$ cat config.mk
export PLATFORM = sky130hd
export DESIGN_NAME = idli_mem_arb_m
export DESIGN_NICKNAME = d
export VERILOG_FILES = /design/src/rtl/idli_mem_arb_m.sv
export SDC_FILE = /design/constraint.sdc
export NUM_CORES = 1
export LEC_CHECK = 0
export ABC_CLOCK_PERIOD_IN_PS = 1700
export CAP_MARGIN = 10
export CORE_MARGIN = 5
export CORE_UTILIZATION = 30
export CTS_CLUSTER_SIZE = 28
export DETAILED_ROUTE_END_ITERATION = 12
export PLACE_DENSITY = 0.65
export SETUP_SLACK_MARGIN = 0.4
export SLEW_MARGIN = 30
export SYNTH_ARGS = -nofsm -noshare
export SYNTH_HDL_FRONTEND = slang
export SYNTH_SLANG_ARGS = --single-unit
$ cat constraint.sdc
create_clock -name i_arb_gck -period 1.7 [get_ports i_arb_gck]
set_input_delay 0.34 -clock i_arb_gck [delete_from_list [all_inputs] [get_ports i_arb_gck]]
set_output_delay 0.34 -clock i_arb_gck [all_outputs]
set_load 0.1 [all_outputs]
$ cat src/rtl/idli_mem_arb_m.sv
// Nibble-serial arbiter/sequencer sharing the 4-bit memory port between
// instruction fetch and load/store; returns read nibbles LSB-first with a valid strobe.
module idli_mem_arb_m (
    input  logic        i_arb_gck,
    input  logic        i_arb_rst,
    input  logic        i_arb_if_req,
    input  logic [15:0] i_arb_if_addr,
    output logic        o_arb_if_gnt,
    output logic [3:0]  o_arb_if_data,
    output logic        o_arb_if_vld,
    input  logic        i_arb_ls_req,
    input  logic        i_arb_ls_wr,
    input  logic [15:0] i_arb_ls_addr,
    input  logic [15:0] i_arb_ls_wdata,
    output logic        o_arb_ls_gnt,
    output logic [3:0]  o_arb_ls_data,
    output logic        o_arb_ls_vld,
    output logic        o_arb_mem_cs,
    output logic        o_arb_mem_oe,
    output logic [3:0]  o_arb_mem_out,
    input  logic [3:0]  i_arb_mem_in
);

    // state  | meaning
    // IDLE   | port free, arbitrate and grant
    // CMD    | drive {3'b000, wr}
    // ADDR   | drive address nibbles, MS first
    // TA     | read turnaround, nobody drives
    // DATA   | write: drive wdata LS first; read: capture memory nibbles
    typedef enum logic [2:0] {
        ST_IDLE,
        ST_CMD,
        ST_ADDR,
        ST_TA,
        ST_DATA
    } state_t;

    state_t      state_q, state_d;
    logic [1:0]  cnt_q, cnt_d;
    logic [15:0] addr_q, addr_d;
    logic [15:0] wdata_q, wdata_d;
    logic        wr_q, wr_d;
    logic        owner_ls_q, owner_ls_d;
    logic        last_ls_q, last_ls_d;
    logic [3:0]  if_data_q, if_data_d;
    logic        if_vld_q, if_vld_d;
    logic [3:0]  ls_data_q, ls_data_d;
    logic        ls_vld_q, ls_vld_d;

    logic        if_gnt, ls_gnt;
    logic        cs, oe, rd_nib;
    logic [3:0]  out;
    logic [3:0]  addr_nib, wdata_nib;

    always_comb begin
        addr_nib = addr_q[15:12];
        case (cnt_q)
            2'd0: addr_nib = addr_q[15:12];
            2'd1: addr_nib = addr_q[11:8];
            2'd2: addr_nib = addr_q[7:4];
            2'd3: addr_nib = addr_q[3:0];
            default: addr_nib = addr_q[15:12];
        endcase
        wdata_nib = wdata_q[3:0];
        case (cnt_q)
            2'd0: wdata_nib = wdata_q[3:0];
            2'd1: wdata_nib = wdata_q[7:4];
            2'd2: wdata_nib = wdata_q[11:8];
            2'd3: wdata_nib = wdata_q[15:12];
            default: wdata_nib = wdata_q[3:0];
        endcase
    end

    always_comb begin
        state_d    = state_q;
        cnt_d      = cnt_q;
        addr_d     = addr_q;
        wdata_d    = wdata_q;
        wr_d       = wr_q;
        owner_ls_d = owner_ls_q;
        last_ls_d  = last_ls_q;
        if_gnt     = 1'b0;
        ls_gnt     = 1'b0;
        cs         = 1'b0;
        oe         = 1'b0;
        out        = 4'h0;
        rd_nib     = 1'b0;

        case (state_q)
            ST_IDLE: begin
                // On a tie the requester not served last wins.
                if (!i_arb_rst) begin
                    if_gnt = i_arb_if_req && (!i_arb_ls_req || last_ls_q);
                    ls_gnt = i_arb_ls_req && (!i_arb_if_req || !last_ls_q);
                end
                if (if_gnt || ls_gnt) begin
                    state_d    = ST_CMD;
                    cnt_d      = 2'd0;
                    owner_ls_d = ls_gnt;
                    last_ls_d  = ls_gnt;
                    addr_d     = ls_gnt ? i_arb_ls_addr : i_arb_if_addr;
                    wr_d       = ls_gnt && i_arb_ls_wr;
                    wdata_d    = i_arb_ls_wdata;
                end
            end
            ST_CMD: begin
                cs      = 1'b1;
                oe      = 1'b1;
                out     = {3'b000, wr_q};
                cnt_d   = 2'd0;
                state_d = ST_ADDR;
            end
            ST_ADDR: begin
                cs    = 1'b1;
                oe    = 1'b1;
                out   = addr_nib;
                cnt_d = cnt_q + 2'd1;
                if (cnt_q == 2'd3) begin
                    state_d = wr_q ? ST_DATA : ST_TA;
                end
            end
            ST_TA: begin
                cs      = 1'b1;
                cnt_d   = 2'd0;
                state_d = ST_DATA;
            end
            ST_DATA: begin
                cs    = 1'b1;
                oe    = wr_q;
                out   = wr_q ? wdata_nib : 4'h0;
                rd_nib = !wr_q;
                cnt_d = cnt_q + 2'd1;
                if (cnt_q == 2'd3) begin
                    state_d = ST_IDLE;
                end
            end
            default: begin
                state_d = ST_IDLE;
                cnt_d   = 2'd0;
            end
        endcase

        if_vld_d  = rd_nib && !owner_ls_q;
        ls_vld_d  = rd_nib && owner_ls_q;
        if_data_d = if_vld_d ? i_arb_mem_in : 4'h0;
        ls_data_d = ls_vld_d ? i_arb_mem_in : 4'h0;
    end

    always_ff @(posedge i_arb_gck) begin
        if (i_arb_rst) begin
            state_q    <= ST_IDLE;
            cnt_q      <= 2'd0;
            addr_q     <= 16'h0000;
            wdata_q    <= 16'h0000;
            wr_q       <= 1'b0;
            owner_ls_q <= 1'b0;
            last_ls_q  <= 1'b1;
            if_data_q  <= 4'h0;
            if_vld_q   <= 1'b0;
            ls_data_q  <= 4'h0;
            ls_vld_q   <= 1'b0;
        end else begin
            state_q    <= state_d;
            cnt_q      <= cnt_d;
            addr_q     <= addr_d;
            wdata_q    <= wdata_d;
            wr_q       <= wr_d;
            owner_ls_q <= owner_ls_d;
            last_ls_q  <= last_ls_d;
            if_data_q  <= if_data_d;
            if_vld_q   <= if_vld_d;
            ls_data_q  <= ls_data_d;
            ls_vld_q   <= ls_vld_d;
        end
    end

    assign o_arb_if_gnt  = if_gnt;
    assign o_arb_ls_gnt  = ls_gnt;
    assign o_arb_if_data = if_data_q;
    assign o_arb_if_vld  = if_vld_q;
    assign o_arb_ls_data = ls_data_q;
    assign o_arb_ls_vld  = ls_vld_q;
    assign o_arb_mem_cs  = cs;
    assign o_arb_mem_oe  = oe;
    assign o_arb_mem_out = out;

endmodule

# Word level (Yosys, flattened, before mapping)

Index checks and enable logic that the tools add are counted.

Add/sub/neg operators: 1
Multiply operators: 0
Divide/modulo/power cells: 0
Order comparisons: 0
Eq/ne operators: 10
Shift-type cells: 0
Muxes and demuxes: 21
Bitwise operators: 2
Reductions and logical operators: 22

Operator list:

| cell                  | number |
|---|---|
| $pmux W4 S4           | 2 |
| $mux W16              | 1 |
| $pmux W3 S5           | 1 |
| $mux W3               | 4 |
| $pmux W4 S3           | 1 |
| $mux W1               | 8 |
| $reduce_or A2 Y1      | 4 |
| $eq A3 B2 Y1 const B  | 2 |
| $ne A2 B2 Y1 const B  | 3 |
| $logic_and A1 B1 Y1   | 5 |
| $logic_not A1 Y1      | 5 |
| $eq A2 B2 Y1 const B  | 2 |
| $mux W4               | 1 |
| $pmux W2 S2           | 1 |
| $reduce_or A4 Y1      | 1 |
| $eq A3 B1 Y1 const B  | 1 |
| $eq A3 B3 Y1 const B  | 1 |
| $logic_not A3 Y1      | 1 |
| $logic_or A1 B1 Y1    | 3 |
| $reduce_and A3 Y1     | 1 |
| $add A2 B1 Y2 const B | 1 |
| $eq A2 B1 Y1 const B  | 1 |
| $logic_not A2 Y1      | 1 |
| $mux W2               | 1 |
| 3 further kinds       | 4 |

Flip-flop bits (word level): 50
Latch bits: 0
Memory bits (writable): 0
ROM bits: 0
Output and inout port bits: 18
Logic and storage cells: 67
Memories kept: 0

# Depth between registers and ports, before layout

Word-level depth: 8
Gate-level depth with buffers: 7

# Least setup slack after synthesis

No wires, ideal clock.

Path type: register to output
From: register cnt_q[0]
To: output o_arb_mem_out[0]
Data arrival time: 3.180 ns
Setup slack: -1.820 ns
Cell stages (with the launch flop): 7
Buffers on the path: 1
Cells stage by stage: dfxtp_1 inv_1 ha_1 inv_1 clkbuf_1 o21ai_0 o21ai_0

Cells in the longest elaborated chain, start to end: 4
Elaborated cells on any way between the ends: 8
Classes of those cells: 3 x eq/ne; 4 x mux; 1 x reduce/logical

RTL lines:

| what                                 | line   | source |
|---|---|---|
| from (decl)                          | 39     | `logic [1:0] cnt_q, cnt_d;` |
| from (signal assigned)               | 164    | `cnt_q <= cnt_d;` |
| $eq A2 B2 Y1 (tied with other cells) | 57, 65 |  |
| $pmux W4 S4                          | 65     | `case (cnt_q)` |
| $mux W4                              | 130    | `out = wr_q ? wdata_nib : 4'h0;` |
| $pmux W4 S3 (*)                      | 89     | `case (state_q)` |
| to (decl)                            | 20     | `output logic [3:0] o_arb_mem_out,` |

Every way passes the cells marked *; elsewhere a longest branch is shown, timed or not.

# Final worst setup path

From: register cnt_q[1]
To: output o_arb_mem_out[0]

Same word-level chain as after synthesis.

==> metrics.md <==
| Metric | Value |
|---|---|
| Status | finished, violations left |
| Final hold vios | 0 |
| Clock latency on the worst-skew pair | ~310 ps |
| Largest net degree at the start of global routing | 27 |
| Synth warn | 0 |
| Buffers on Ports | 74 |
| Worst min path class | flip-flop to flip-flop |
| Slew Limit Fails | 0 |
| Routability Congestion | 0.878 |
| Minimum clock period after layout | ~2200 ps |
| GRT Util Overall | 0.153 |
| Routed via count | about 2500 |
| Synth unique cells | 38 |
| Register area share after synthesis | 0.448 |
| CTS Buf Count | 5 |
| Initial antenna violation count | 0 |
| H-tree depth | 2 |
| Critical path capture point type | primary output |
| Worst hold start | wdata_q[5] |
| Dpl cells | 460 |
| Final WL | 7.82 mm |
| Rel. slew slack | 0.742 |
| Placed instance area | approximately 3600 um^2 |
| Violated checks | negative setup slack |
| Syn Inst Count | 278 |
| Pre-CTS setup slack | -269 ps |
| Post-Layout Cell Count | 489 |
| Pwr Total | 3190 uW |
| Core area | 7250 um^2 |
| R2R depth | 10 |
| Synth Net Count | 339 |
| VDD IR max | around 0.00033 V |
| IO Pins | 75 |
| Row cnt | 31 |
| R2r setup slk | -200 ps |
| Clock root buffer | clkbuf_8 |
| Critical R2R Launch | state_q[2] |
| Area Growth Syn to Fin | 102% |
| CTS tree | built |
| Routed wire per std cell | 16.0 um |
| Die area | 9270 um^2 |
| ANT cells | 0 |
| Post-Route Setup TNS | -7740 ps |
| Worst-path clk slew | about 100 ps |
| Vias in the first global route | 2344 |
| Fillers | 579 |
| Die X | 96.3 um |
| Tcrit/Tclk final | 1.30 |
| Footprint of the multi-input gates | 1650 um^2 |
| Mean post-synth cell area | 8.03 um^2 |
| Worst-margin pin slew | 387 ps |
| RSZ-0062 raised after global routing | true |
| Hold-fix buffers, CTS | 0 |
| Post-route ant nets | 0 |
| Finished Cell Area | 4520 um^2 |
| Setup ws final | -517 ps |
| CP Launch Type | flip-flop |
| Vias per cell | slightly above 5 |
| Worst-case hold path end point | wdata_q[5] |
| Clock buffer depth | 2 |
| Detailed Route Iter0 Violations | 97 |
| DR pass1 iterations | 5 |
| CP required | 1360 ps |
| Final setup vio count | 40 |
| Max_cap viols | 0 |
| FF/Latch Area | 1010 um^2 |
| Die Height | 96.3 um |
| Layout Nets | 450 |
| Fmax | 0.451 GHz |
| Depth of the worst hold-timing path | 2 |
| Critical Path AT | 1880 ps |
| # clock sinks | 50 |
| Gr ovfl total | 0 |
| Crit path max fanout | 8 |
| Dpl hpwl | slightly below 5 mm |
| DRC errors left | 0 |
| Pwr Density | 707 nW/um^2 |
| Initial Util | 0.308 |
| WS Path Type | flip-flop to primary output |
| Synth Register Bits | 50 |
| Max Clock Skew | approximately 9.6 ps |
| Static leakage | 0.00173 uW |
| First-pass GRT wire length | about 11 mm |
| RR Endpoint | wdata_q[4] |
| Synthesized area | ~2200 um^2 |
| Share of cells above drive strength 1 | 0.464 |
==> state kept, by name (all words and copies together) (netlist names) <==
register,count
last_ls_q,1
o_arb_if_data,4
cnt_q,2
wr_q,1
state_q,3
owner_ls_q,1
o_arb_if_vld,1
wdata_q,16
o_arb_ls_vld,1
o_arb_ls_data,4
addr_q,16
==> cell families (layout without fill, tap and decap cells) <==
group,Yosys count,after routing,synth area share
compound gates,67,67,0.215
flops,50,50,0.448
simple gates,122,122,0.232
fa+ha+maj,4,4,0.0224
mux,3,3,0.0140
buf+inv,32,144,0.0683
==> cell type report <==
cell class / count / area share
multi-input combinational: 196 / 0.364
timing repair buffer: 126 / 0.348
sequential: 50 / 0.224
tap: 99 / 0.0274
clock buffer: 5 / 0.0152
clock inverter: 3 / 0.0108
inverter: 9 / 0.00914
timing repair inverter: 1 / 0.00166
==> stage by stage <==
stage                     hold slack [ps]  utilization
after floorplan                       436            -
after global placement                452        0.491
after detailed placement              456        0.491
after CTS                             476        0.546
after global routing                  494        0.623
final                                 476        0.623
==> synth_stat cells <==
cell type	count	area [um^2]
a2111oi_2	1	15.0
a21boi_0	1	7.51
a21oi_1	19	95.1
a222oi_1	7	70.1
a22oi_1	1	7.51
a2bb2oi_1	1	8.76
a311oi_1	16	140
a31oi_1	3	18.8
a32oi_1	2	17.5
and2_1	7	43.8
and3_1	5	31.3
buf_1	2	7.51
buf_2	5	25.0
buf_4	3	22.5
buf_6	2	22.5
clkbuf_1	11	41.3
dfxtp_1	50	1000
ha_1	4	50.1
inv_1	9	33.8
mux2_2	1	11.3
mux2i_1	2	20.0
nand2_1	72	270
nand2b_1	2	12.5
nand3_1	1	5.00
nor2_1	24	90.1
nor2_2	1	6.26
nor3_1	5	25.0
nor4_1	2	12.5
o21a_1	1	7.51
o21ai_0	8	40.0
o21bai_1	1	7.51
o221ai_1	1	8.76
o22a_1	1	8.76
o22ai_1	3	18.8
o32ai_1	1	8.76
or2_1	1	6.26
or3_1	1	6.26
or3b_2	1	8.76
==> power breakdown <==
group | internal [uW] | switching (uW) | total [uW]
registers | 1240 | 71.9 | 1310
logic | 530 | 480 | 1010
clock network | 449 | 421 | 869
==> per-layer routing <==
metal / share of wire / global-route usage / wire (um)
met3: 0.058 / 0.0305 / 456
met1: 0.40 / 0.198 / 3110
met4: 0.029 / 0.0415 / 228
met5: 0 / 0 / 0
met2: 0.51 / 0.255 / 4020
==> layout by cell type (no fill, tap or decap), types with 5 or more instances in the layout <==
| cell | synthesis | routed |
|---|---|---|
| nor2_1 | 24 | 5 |
| a222oi_1 | 7 | 7 |
| buf_6 | 2 | 16 |
| a311oi_2 | 0 | 13 |
| dfxtp_1 | 50 | 45 |
| inv_1 | 9 | 6 |
| clkdlybuf4s50_1 | 0 | 53 |
| a21oi_2 | 0 | 15 |
| nand2_4 | 0 | 11 |
| o21ai_2 | 0 | 7 |
| nor2_4 | 0 | 13 |
| nor2_2 | 1 | 7 |
| nand2_2 | 0 | 6 |
| clkbuf_8 | 0 | 5 |
| and3_1 | 5 | 5 |
| nand2_1 | 72 | 55 |
| buf_12 | 0 | 24 |
| and2_1 | 7 | 5 |
| buf_4 | 3 | 22 |
==> what timing repair did <==
action,in CTS,in global routing
endpoints found under the hold margin,0,0
setup buffers,5,9
endpoints found under the setup margin,58,57
pin swaps,13,56
gates resized for setup,52,96
cloned,3,4
==> how the worst max path moves through the flow <==
stage | endpoint | slack, ps | from
detailed placement | addr_q[7] | -270 | i_arb_rst
global placement | o_arb_if_gnt | -210 | i_arb_rst
floorplan | last_ls_q | -590 | state_q[1]
global route | o_arb_mem_out[0] | -610 | cnt_q[1]
finish | o_arb_mem_out[0] | -520 | cnt_q[1]
CTS | o_arb_mem_out[2] | -450 | cnt_q[0]
==> worst max-delay path, stage by stage, from the launching register on <==
cell and delay, ps:
dfxtp_4 420, inv_4 50, ha_4 190, a222oi_1 390, nand2_1 150, o21ai_2 100
o21ai_2 90, buf_12 180
(Power assumes the default switching activity.)
